[config.mk]
export PLATFORM = sky130hd
export DESIGN_NAME = vga_timing_gen
export DESIGN_NICKNAME = d
export VERILOG_FILES = /design/src/rtl/vga_timing_gen.sv
export SDC_FILE = /design/constraint.sdc
export NUM_CORES = 1
export LEC_CHECK = 0
export ABC_AREA = 0
export CAP_MARGIN = 20
export CORE_ASPECT_RATIO = 1.25
export CORE_MARGIN = 1
export CORE_UTILIZATION = 55
export DETAILED_ROUTE_END_ITERATION = 16
export DONT_BUFFER_PORTS = 1
export PLACE_DENSITY_LB_ADDON = 0.05
export RECOVER_POWER = 50
export SLEW_MARGIN = 30
export SYNTH_ARGS = -nofsm -noshare
export SYNTH_HDL_FRONTEND = slang
export SYNTH_SLANG_ARGS = --single-unit
export TNS_END_PERCENT = 30
[constraint.sdc]
create_clock -name clk -period 2.6 [get_ports clk]
set_clock_uncertainty 0.1 [all_clocks]
set_input_delay 0.26 -clock clk [delete_from_list [all_inputs] [get_ports clk]]
set_output_delay 0.26 -clock clk [all_outputs]
set_load 0.005 [all_outputs]
[src/rtl/vga_timing_gen.sv]
// VGA raster timing generator: pixel/line counters, sync and display-enable strobes
// with a configurable output pipeline, plus frame and vblank event pulses.
module vga_timing_gen #(
  parameter int unsigned H_VISIBLE  = 640,
  parameter int unsigned H_FP       = 16,
  parameter int unsigned H_SYNC     = 96,
  parameter int unsigned H_BP       = 48,
  parameter int unsigned V_VISIBLE  = 480,
  parameter int unsigned V_FP       = 10,
  parameter int unsigned V_SYNC     = 2,
  parameter int unsigned V_BP       = 33,
  parameter int unsigned SYNC_DELAY = 2
) (
  input  logic        clk,
  input  logic        reset,
  input  logic        enable,
  output logic [9:0]  x,
  output logic [9:0]  y,
  output logic        hsync,
  output logic        vsync,
  output logic        active,
  output logic        frame_start,
  output logic        vblank_start,
  output logic [15:0] frame_count
);

  localparam int unsigned H_TOTAL = H_VISIBLE + H_FP + H_SYNC + H_BP;
  localparam int unsigned V_TOTAL = V_VISIBLE + V_FP + V_SYNC + V_BP;

  localparam logic [9:0] X_LAST     = 10'(H_TOTAL - 1);
  localparam logic [9:0] Y_LAST     = 10'(V_TOTAL - 1);
  localparam logic [9:0] X_VIS      = 10'(H_VISIBLE);
  localparam logic [9:0] Y_VIS      = 10'(V_VISIBLE);
  localparam logic [9:0] Y_VIS_LAST = 10'(V_VISIBLE - 1);
  localparam logic [9:0] HS_FIRST   = 10'(H_VISIBLE + H_FP);
  localparam logic [9:0] HS_LAST    = 10'(H_VISIBLE + H_FP + H_SYNC - 1);
  localparam logic [9:0] VS_FIRST   = 10'(V_VISIBLE + V_FP);
  localparam logic [9:0] VS_LAST    = 10'(V_VISIBLE + V_FP + V_SYNC - 1);

  logic [9:0]  r_x;
  logic [9:0]  r_y;
  logic [15:0] r_frame_count;
  logic        r_frame_start;
  logic        r_vblank_start;

  logic w_x_last;
  logic w_y_last;
  logic w_frame_wrap;
  logic w_vblank_hit;
  logic w_hsync_raw;
  logic w_vsync_raw;
  logic w_active_raw;

  assign w_x_last     = (r_x == X_LAST);
  assign w_y_last     = (r_y == Y_LAST);
  assign w_frame_wrap = w_x_last & w_y_last;
  assign w_vblank_hit = w_x_last & (r_y == Y_VIS_LAST);

  // Pulses are recomputed on every edge so they drop after one clk even while stalled.
  always_ff @(posedge clk or posedge reset) begin
    if (reset) begin
      r_x            <= '0;
      r_y            <= '0;
      r_frame_count  <= '0;
      r_frame_start  <= 1'b0;
      r_vblank_start <= 1'b0;
    end else begin
      r_frame_start  <= enable & w_frame_wrap;
      r_vblank_start <= enable & w_vblank_hit;
      if (enable) begin
        if (w_x_last) begin
          r_x <= '0;
          r_y <= w_y_last ? 10'd0 : r_y + 10'd1;
        end else begin
          r_x <= r_x + 10'd1;
        end
        if (w_frame_wrap) begin
          r_frame_count <= r_frame_count + 16'd1;
        end
      end
    end
  end

  assign w_hsync_raw  = ~((r_x >= HS_FIRST) && (r_x <= HS_LAST));
  assign w_vsync_raw  = ~((r_y >= VS_FIRST) && (r_y <= VS_LAST));
  assign w_active_raw = (r_x < X_VIS) && (r_y < Y_VIS);

  if (SYNC_DELAY == 0) begin : g_no_delay
    assign hsync  = w_hsync_raw;
    assign vsync  = w_vsync_raw;
    assign active = w_active_raw;
  end else begin : g_delay
    // Each stage holds {hsync, vsync, active}; idle value keeps syncs deasserted.
    logic [2:0] r_pipe [SYNC_DELAY];

    always_ff @(posedge clk or posedge reset) begin
      if (reset) begin
        for (int i = 0; i < SYNC_DELAY; i++) begin
          r_pipe[i] <= 3'b110;
        end
      end else if (enable) begin
        r_pipe[0] <= {w_hsync_raw, w_vsync_raw, w_active_raw};
        for (int i = 1; i < SYNC_DELAY; i++) begin
          r_pipe[i] <= r_pipe[i-1];
        end
      end
    end

    assign {hsync, vsync, active} = r_pipe[SYNC_DELAY-1];
  end

  assign x            = r_x;
  assign y            = r_y;
  assign frame_start  = r_frame_start;
  assign vblank_start = r_vblank_start;
  assign frame_count  = r_frame_count;

endmodule

After elaboration in Yosys (flattened, before gate mapping). Index checks and enable logic that the tools add are counted.

Bitwise logic cells: 6. Reductions and logical operators: 5. Equal/unequal tests: 3. Add/subtract/negate cells: 3. Muxes and demuxes: 2. Magnitude comparators: 6.

Operators with widths (count): $add A10 B1 Y10 const B (2); $eq A10 B10 Y1 const B (2); $mux W10 (2); $add A16 B1 Y16 const B (1); $eq A10 B9 Y1 const B (1); $ge A10 B10 Y1 const B (1); $ge A10 B9 Y1 const B (1); $le A10 B10 Y1 const B (1); $le A10 B9 Y1 const B (1); $lt A10 B10 Y1 const B (1); $lt A10 B9 Y1 const B (1); $and A1 B1 Y1 (4); $reduce_and A2 Y1 (2); $logic_and A1 B1 Y1 (3); $not A1 Y1 (2).

Output and inout bits: 41. Bits of input ports: 3. Word-level logic and storage cells: 32. Flip-flop bits (word level): 44.

Depth between registers and ports, before layout. Gate-level depths: netlist of run 1.

Word-level depth: 3. Gate-level depth with buffers: 7.

Worst setup path after synthesis of run 1. OpenSTA, ideal clock, no wires.

Path type: reg2reg. Start: register r_x[0] (netlist: x[0]). End: register r_frame_count[7] (netlist: frame_count[7]). Data arrival time: 1766 ps. Period minus slack after synthesis: 1945 ps. Slack: 655 ps. Stages on the path, launching flop included: 8. Setup time: 79 ps. Cells stage by stage: dfrtp_1 -> ha_1 -> and4_1 -> clkbuf_1 -> nand4_4 -> buf_6 -> nor4_2 -> xor2_1.

Longest elaborated chain between the ends: 3.

RTL lines: start: declaration (RTL line 40) `logic [9:0] r_x;`; start signal: assignment (RTL line 75) `r_x <= r_x + 10'd1;`; $eq A10 B10 Y1 (RTL line 54) `assign w_x_last = (r_x == X_LAST);`; $and A1 B1 Y1 (RTL line 56) `assign w_frame_wrap = w_x_last & w_y_last;`; $reduce_and A2 Y1 (no source line); end signal: assignment (RTL line 78) `r_frame_count <= r_frame_count + 16'd1;`; end: declaration (RTL line 42) `logic [15:0] r_frame_count;`.

Every way passes these cells. A chain may end at the register's enable or synchronous reset.

Worst setup path in the final report of run 1.
Start: register r_y[0] (netlist: y[0]). End: register r_frame_count[12] (netlist: frame_count[12]).

Longest elaborated chain between the ends: 3.

RTL lines: start: declaration (RTL line 41) `logic [9:0] r_y;`; start signal: assignment (RTL line 73) `r_y <= w_y_last ? 10'd0 : r_y + 10'd1;`; $eq A10 B10 Y1 (RTL line 55) `assign w_y_last = (r_y == Y_LAST);`; $and A1 B1 Y1 (RTL line 56); $reduce_and A2 Y1 (no source line).

Every way passes these cells.

==> results of run 1 <==
layer usage:
| layer | vias up | global-route usage |
|---|---|---|
| li1 | 717 | - |
| met1 | 742 | 0.248 |
| met2 | 36 | 0.365 |
| met3 | 6 | 0.0638 |
| met4 | 0 | 0.0556 |
| met5 | - | 0 |
cell type report:
class                           instances  area, sq um  share of cell area
Tap cell                               54         67.6              0.0285
Clock buffer                            8         90.1              0.0380
Sequential cell                        44         1110               0.467
Multi-Input combinational cell        139         1010               0.428
Timing Repair Buffer                    6         47.5              0.0201
Inverter                               12         45.0              0.0190
cell usage in the layout, fill, tap and decap left out, drive strengths merged, types with 4 or more instances in the layout:
| cell | Yosys | layout |
|---|---|---|
| dfstp | 4 | 4 |
| nand3 | 15 | 15 |
| dfrtp | 40 | 40 |
| mux2 | 4 | 4 |
| or4 | 4 | 4 |
| clkbuf | 4 | 9 |
| nor3 | 10 | 10 |
| nand2 | 12 | 12 |
| inv | 12 | 11 |
| nand4 | 5 | 5 |
| xor2 | 18 | 18 |
| o21ai | 8 | 8 |
| ha | 6 | 6 |
| nor4 | 13 | 13 |
| xnor2 | 9 | 9 |
| nor2 | 11 | 11 |
| or3 | 4 | 4 |
sequential cells by signal (all words and copies together), names as in the netlist:
name	count
active	1
y	10
frame_start	1
g_delay.r_pipe	3
vblank_start	1
x	10
hsync	1
vsync	1
frame_count	16
cells by family (layout without fill, tap and decap cells):
group                    count (synthesis)  count (layout)  share of synthesized area
flip-flops                              44              44                      0.502
AO/OA/AOI/OAI                           15              15                     0.0375
adder cells (fa/ha/maj)                  6               6                     0.0341
XOR/XNOR                                27              27                      0.107
buffers and inverters                   20              26                     0.0386
multiplexers                             6               6                     0.0295
AND/OR/NAND/NOR                         85              85                      0.251
critical path, stage by stage, from the launching register on:
cell	delay (ns)
dfrtp_1	0.42
inv_1	0.13
ha_1	0.15
and4bb_2	0.23
nand4_2	0.44
nor4_1	0.51
xor2_1	0.19
through the flow:
step | instances | util | instance area, sq um | hold slack (ns) | setup slack, ns
detailed placement | 253 | 0.593 | 2260 | 0.0697 | 0.367
global route | 263 | 0.621 | 2370 | 0.0182 | 0.185
finish | 263 | 0.621 | 2370 | 0.0130 | 0.347
CTS | 263 | 0.622 | 2370 | 0.00789 | 0.339
global placement | 253 | 0.593 | 2260 | 0.0576 | 0.402
floorplan | 203 | - | 2200 | 0.319 | 0.655
worst paths after layout:
kind	startpoint	end	slack, ns	depth (start not counted)
min reg2reg	g_delay.r_pipe[5]	g_delay.r_pipe[5]	0.40	2
max reg2reg	y[0]	frame_count[12]	0.35	6
min in group asynchronous	reset	frame_count[0]	0.30	2
min	enable	g_delay.r_pipe[5]	0.01	2
max	y[0]	frame_count[12]	0.35	6
max in group asynchronous	reset	y[7]	1.10	3
power groups by stage:
stage	registers, mW	clock network, mW	logic [mW]
after global routing	0.861	0.471	0.162
after floorplan	0.810	0	0.159
final	0.847	0.429	0.134
after global placement	0.856	0	0.130
after CTS	0.846	0.445	0.138
after detailed placement	0.860	0	0.135
==> reports/metrics.yaml, run 1 <==
outcome:
  status: "completed"
route:
  routed.top_layer: "met4"
  remaining_drc_errors: 0
  met2_length_microns: 2180
  avgViaCountPerCell: 5.71
  drt-met1-wl_microns: 1680
  ant_nets: 0
  vias: 1501
  drtIter0Drc: 89
  postRouteWirelength_microns: 4050
  met3_wirelength_microns: 161
  drt_first_pass_iters: 4
  detail_route.wl_per_cell_microns: 15.4
clocking:
  clock_latency_ns: 0.29
  clk_root_buffer_cell: "clkbuf_8"
  htree_num_levels: 2
  post-cts-setup-buffers: 0
  clk_pin_slew_ns: 0.07
  cts_tree: "built"
  cts_hold_buf: 2
  cts.path.max_buffers: 2
  cts.sinks: 44
  cts_buffers: 5
  ctsResizeCount: 0
sta:
  setup_viol_count_final: 0
  period_needed_ns: 2.25
  final-hold-violation-count: 0
  period_share: 0.866
  final.setup.tns_ns: 0
  fmax_mhz: 444
  rsz0062_at_grt: "false"
  tightest_slew_ns: 0.672
  slew_headroom: 0.552
  max_slew_violation_count: 0
power_and_ir_drop:
  combinational_power_share: 0.095
  sw_frac_of_total: 0.274
  switching_power_mw: 0.387
  seq_power_share: 0.601
  power_density_nw_per_um2: 595
  p_leak_nw: 1.07
  power.clock.fraction: 0.304
  ir_worst_vdd_mv: 0.304
  internal_power_consumption_mw: 1.02
  power.total_mw: 1.41
synth:
  yosysMostFrequentCell: "dfrtp_1"
  ys_seq_area_frac: 0.502
  synth_top_cells_by_count: "40 x dfrtp_1, 18 x xor2_1, 15 x nand3_1"
  synth_cells: 203
  postSynth.asyncResetShare: 1.00
  ys_dominant_reg_cell: "dfrtp_1"
  synth-seq-cells: 44
  synth_nets: 212
  synth_area_sq_um: 2200
  ys_top_cells_by_area: "dfrtp_1 45%, xor2_1 7.2%, dfstp_2 4.8%"
  netlist-cell-type-count: 39
  synth_enable_flop_cells: 0
  netlist.area_leader.share: 0.454
  yosysWarningCount: 0
  yosysTopAreaCell: "dfrtp_1"
  synthesis.area_per_instance_sq_um: 10.9
worst_setup_path:
  worstSetupEndpointType: "register"
  worstSetupPathType: "reg -> reg"
  critical_path_arrival_ns: 2.36
  max_fo_critical_path: 18
  timing.critical_path.from_type: "register"
  worst-endpoint-required_ns: 2.71
grt:
  overall_track_demand_over_capacity_in_global_routing: 0.209
  maximum_number_of_pins_on_one_net_before_global_route_repair: 29
  grt_pass1_vias: 1483
  grt_antenna_before_repair: 0
  gr-total-overflow: 0
  grt_pass1_wl_microns: 6760
layout:
  filler_cell_count: 330
  insertedDiodeCount: 0
  synthesis_to_finish_area_growth_pct: 7.49
  finish.net_count: 217
  drive_above_1_share: 0.129
floorplanning:
  die_height_microns: 72.8
  core_region_area_sq_um: 3820
  initial_utilization: 0.578
  core.rowCount: 25
  die-area_sq_um: 4270
  fp.dieW_microns: 58.6
  io_pins: 44
placed_design:
  place_congestion: 0.870
  place.port_buffers: 0
  detailed_placer_s_ending_hpwl_microns: 2910
min_path:
  hp_class: "in -> reg"
flow_run:
  timing.max_cap.violations: 0
Note: power is estimated with default switching activity, not from simulation.
==> run 2: changes to the inputs <==
==> constraint.sdc (replaced) <==
create_clock -name clk -period 2.6 [get_ports clk]
set_clock_uncertainty 0.1 [all_clocks]
set_input_delay 0.26 -clock clk [delete_from_list [all_inputs] [get_ports clk]]
set_output_delay 0.26 -clock clk [all_outputs]
set_load 0.01 [all_outputs]
==> run 2 against run 1 <==
Cell count stayed put; combinational power rose by 8%; via count grew 1.9%; setup slack got worse by 0.091 ns; cell area increased by 1.5%; critical path depth down 1; largest power group unchanged; fmax decreased by 3.9%; sequential power is 2.5% higher; clock-buffer cell count shrank 1; power grew 12%; register-to-register slack worse by 0.09 ns; sequential cell count stayed put; largest cell class unchanged.
==> reports/metrics.yaml, run 2 (synthesis gave the netlist of run 1 again) <==
route:
  detail_route.wl_per_cell_microns: 16.4  # was 15.4 microns
  routed.top_layer: "met4"  # unchanged
  drt_first_pass_iters: 4  # unchanged
  ant_nets: 0  # unchanged
  drt-met1-wl_microns: 1690  # was 1680 microns
  remaining_drc_errors: 0  # unchanged
  postRouteWirelength_microns: 4320  # was 4050 microns
  met2_length_microns: 2360  # was 2180 microns
  vias: 1530  # was 1501
  met3_wirelength_microns: 207  # was 161 microns
  avgViaCountPerCell: 5.82  # was 5.71
  drtIter0Drc: 42  # was 89
layout:
  layout.cells.most_common: "dfrtp_1"  # unchanged
  insertedDiodeCount: 0  # unchanged
  ff_latch_area_sq_um: 1110  # unchanged
  largest_register_ffs: 16  # unchanged
  finish.net_count: 217  # unchanged
  filler_cell_count: 344  # was 330
  layout.cells.most_common_list: "40 x dfrtp_1, 18 x xor2_1, 15 x nand3_1, 12 x nand2_1, 12 x inv_1"  # was 40 x dfrtp_1, 18 x xor2_1, 15 x nand3_1, 12 x nand2_1, 11 x inv_1
  synthesis_to_finish_area_growth_pct: 9.08  # was 7.49%
  multi_input_area_sq_um: 1010  # unchanged
  instances_no_fill: 263  # unchanged
  drive_above_1_share: 0.134  # was 0.129
power_and_ir_drop:
  ir_worst_vdd_mv: 0.293  # was 0.304 mV
  power_density_nw_per_um2: 657  # was 595 nW/um^2
  p_leak_nw: 1.09  # was 1.07 nW
worst_setup_path:
  worstSetupPathType: "reg -> reg"  # unchanged
  worst-endpoint-required_ns: 2.72  # was 2.71 ns
  max_fo_critical_path: 28  # was 18
  critical_path_arrival_ns: 2.46  # was 2.36 ns
  rr_worst_depth: 5  # was 6
  reg2reg_setup_slack_ns: 0.26  # was 0.35 ns
  worstSetupEndpointType: "register"  # unchanged
  beginning_of_the_worst_register_to_register_path: "x[0]"  # was y[0]
  timing.critical_path.from_type: "register"  # unchanged
  destination_of_the_worst_register_to_register_timing_path: "y[9]"  # was frame_count[12]
sta:
  hold_ws_ns: 0.00679  # was 0.0130 ns
  rsz0062_at_grt: "false"  # unchanged
  final.setup.tns_ns: 0  # unchanged
  max_slew_violation_count: 0  # unchanged
  final-hold-violation-count: 0  # unchanged
  tightest_slew_ns: 0.993  # was 0.672 ns
  fmax_mhz: 427  # was 444 MHz
  setup_viol_count_final: 0  # unchanged
  period_share: 0.901  # was 0.866
  slew_headroom: 0.337  # was 0.552
  period_needed_ns: 2.34  # was 2.25 ns
grt:
  maximum_number_of_pins_on_one_net_before_global_route_repair: 29  # unchanged
  grt_pass1_vias: 1618  # was 1483
  gr-total-overflow: 0  # unchanged
  grt_pass1_wl_microns: 7420  # was 6760 microns
  overall_track_demand_over_capacity_in_global_routing: 0.232  # was 0.209
  grt_antenna_before_repair: 0  # unchanged
clocking:
  cts_buffers: 5  # unchanged
  clk_pin_slew_ns: 0.08  # was 0.07 ns
  htree_num_levels: 2  # unchanged
  ctsResizeCount: 0  # unchanged
  cts_tree: "built"  # unchanged
  clock_latency_ns: 0.29  # about the same
  cts.sinks: 44  # unchanged
  cts.path.max_buffers: 2  # unchanged
  clk_root_buffer_cell: "clkbuf_8"  # unchanged
floorplanning:
  fp.dieW_microns: 58.6  # unchanged
  io_pins: 44  # unchanged
  initial_utilization: 0.578  # unchanged
  core_region_area_sq_um: 3820  # unchanged
  core.rowCount: 25  # unchanged
  die_height_microns: 72.8  # unchanged
  die-area_sq_um: 4270  # unchanged
placed_design:
  place.port_buffers: 0  # unchanged
  place_congestion: 0.878  # was 0.870
  place.detailed.instances: 253  # unchanged
  detailed_placer_s_ending_hpwl_microns: 3080  # was 2910 microns
flow_run:
  timing.max_cap.violations: 0  # unchanged
min_path:
  hold_path_end: "x[2]"  # was g_delay.r_pipe[5]
  hp_class: "in -> reg"  # unchanged
  min_delay_path_depth: 2  # unchanged
  min_from: "enable"  # unchanged
outcome:
  status: "completed"  # unchanged
==> run 2: changes by cell type in the layout (fill, tap and decap cells not counted) <==
cell / delta
inv_1: +1
clkinv_1: -1
clkbuf_1: -1
clkbuf_8: +1
clkbuf_2: -1
bufinv_16: +1
==> run 2: worst max-delay path by stage <==
stage / startpoint / end / slack [ns] / depth (start not counted)
6_report: x[0] / y[9] / 0.26 / 5
5_1_grt: x[0] / y[9] / 0.08 / 5
4_1_cts: x[0] / y[9] / 0.28 / 5
3_5_place_dp: x[0] / y[9] / 0.29 / 5
3_3_place_gp: x[0] / y[4] / 0.38 / 5
2_1_floorplan: x[0] / frame_count[7] / 0.61 / 7
==> run 2: stage by stage <==
stage / setup slack [ns] / total power, mW / utilization / area (sq um)
final: 0.257 / 1.58 / 0.630 / 2400
after global routing: 0.0778 / 1.66 / 0.630 / 2400
after CTS: 0.282 / 1.59 / 0.631 / 2410
after detailed placement: 0.294 / 1.03 / 0.593 / 2260
after global placement: 0.378 / 1.01 / 0.593 / 2260
after floorplan: 0.612 / 0.990 / - / 2200
==> run 2: critical path, stage by stage (launching register included) <==
cell and delay [ns]:
dfrtp_1 0.48, ha_1 0.20, and4_1 0.34, nand4_4 0.41
nor4_1 0.50, mux2i_1 0.24
==> run 2: where the power goes <==
group	total, mW	internal (mW)	switching (mW)
clock network	0.567	0.339	0.228
logic	0.145	0.0689	0.0761
registers	0.868	0.739	0.129
==> run 2: repair_timing <==
action | in CTS | in global routing
buffers inserted | 0 | 0
endpoints found under the hold margin | 28 | 0
hold buffers | 2 | 0
==> run 2: area by class of cell <==
type	instances	share of cell area
well taps	54	0.0281
flip-flops and latches	44	0.460
repair buffers	6	0.0193
multi-input cells	139	0.421
clock buffers	7	0.0401
inverters	12	0.0187
clock inverters	1	0.0125
==> run 2: metal layers <==
| layer | up-vias | track usage |
|---|---|---|
| met1 | 761 | 0.259 |
| met3 | 7 | 0.0656 |
| met2 | 42 | 0.419 |
| met5 | - | 0 |
| li1 | 720 | - |
| met4 | 0 | 0.0794 |
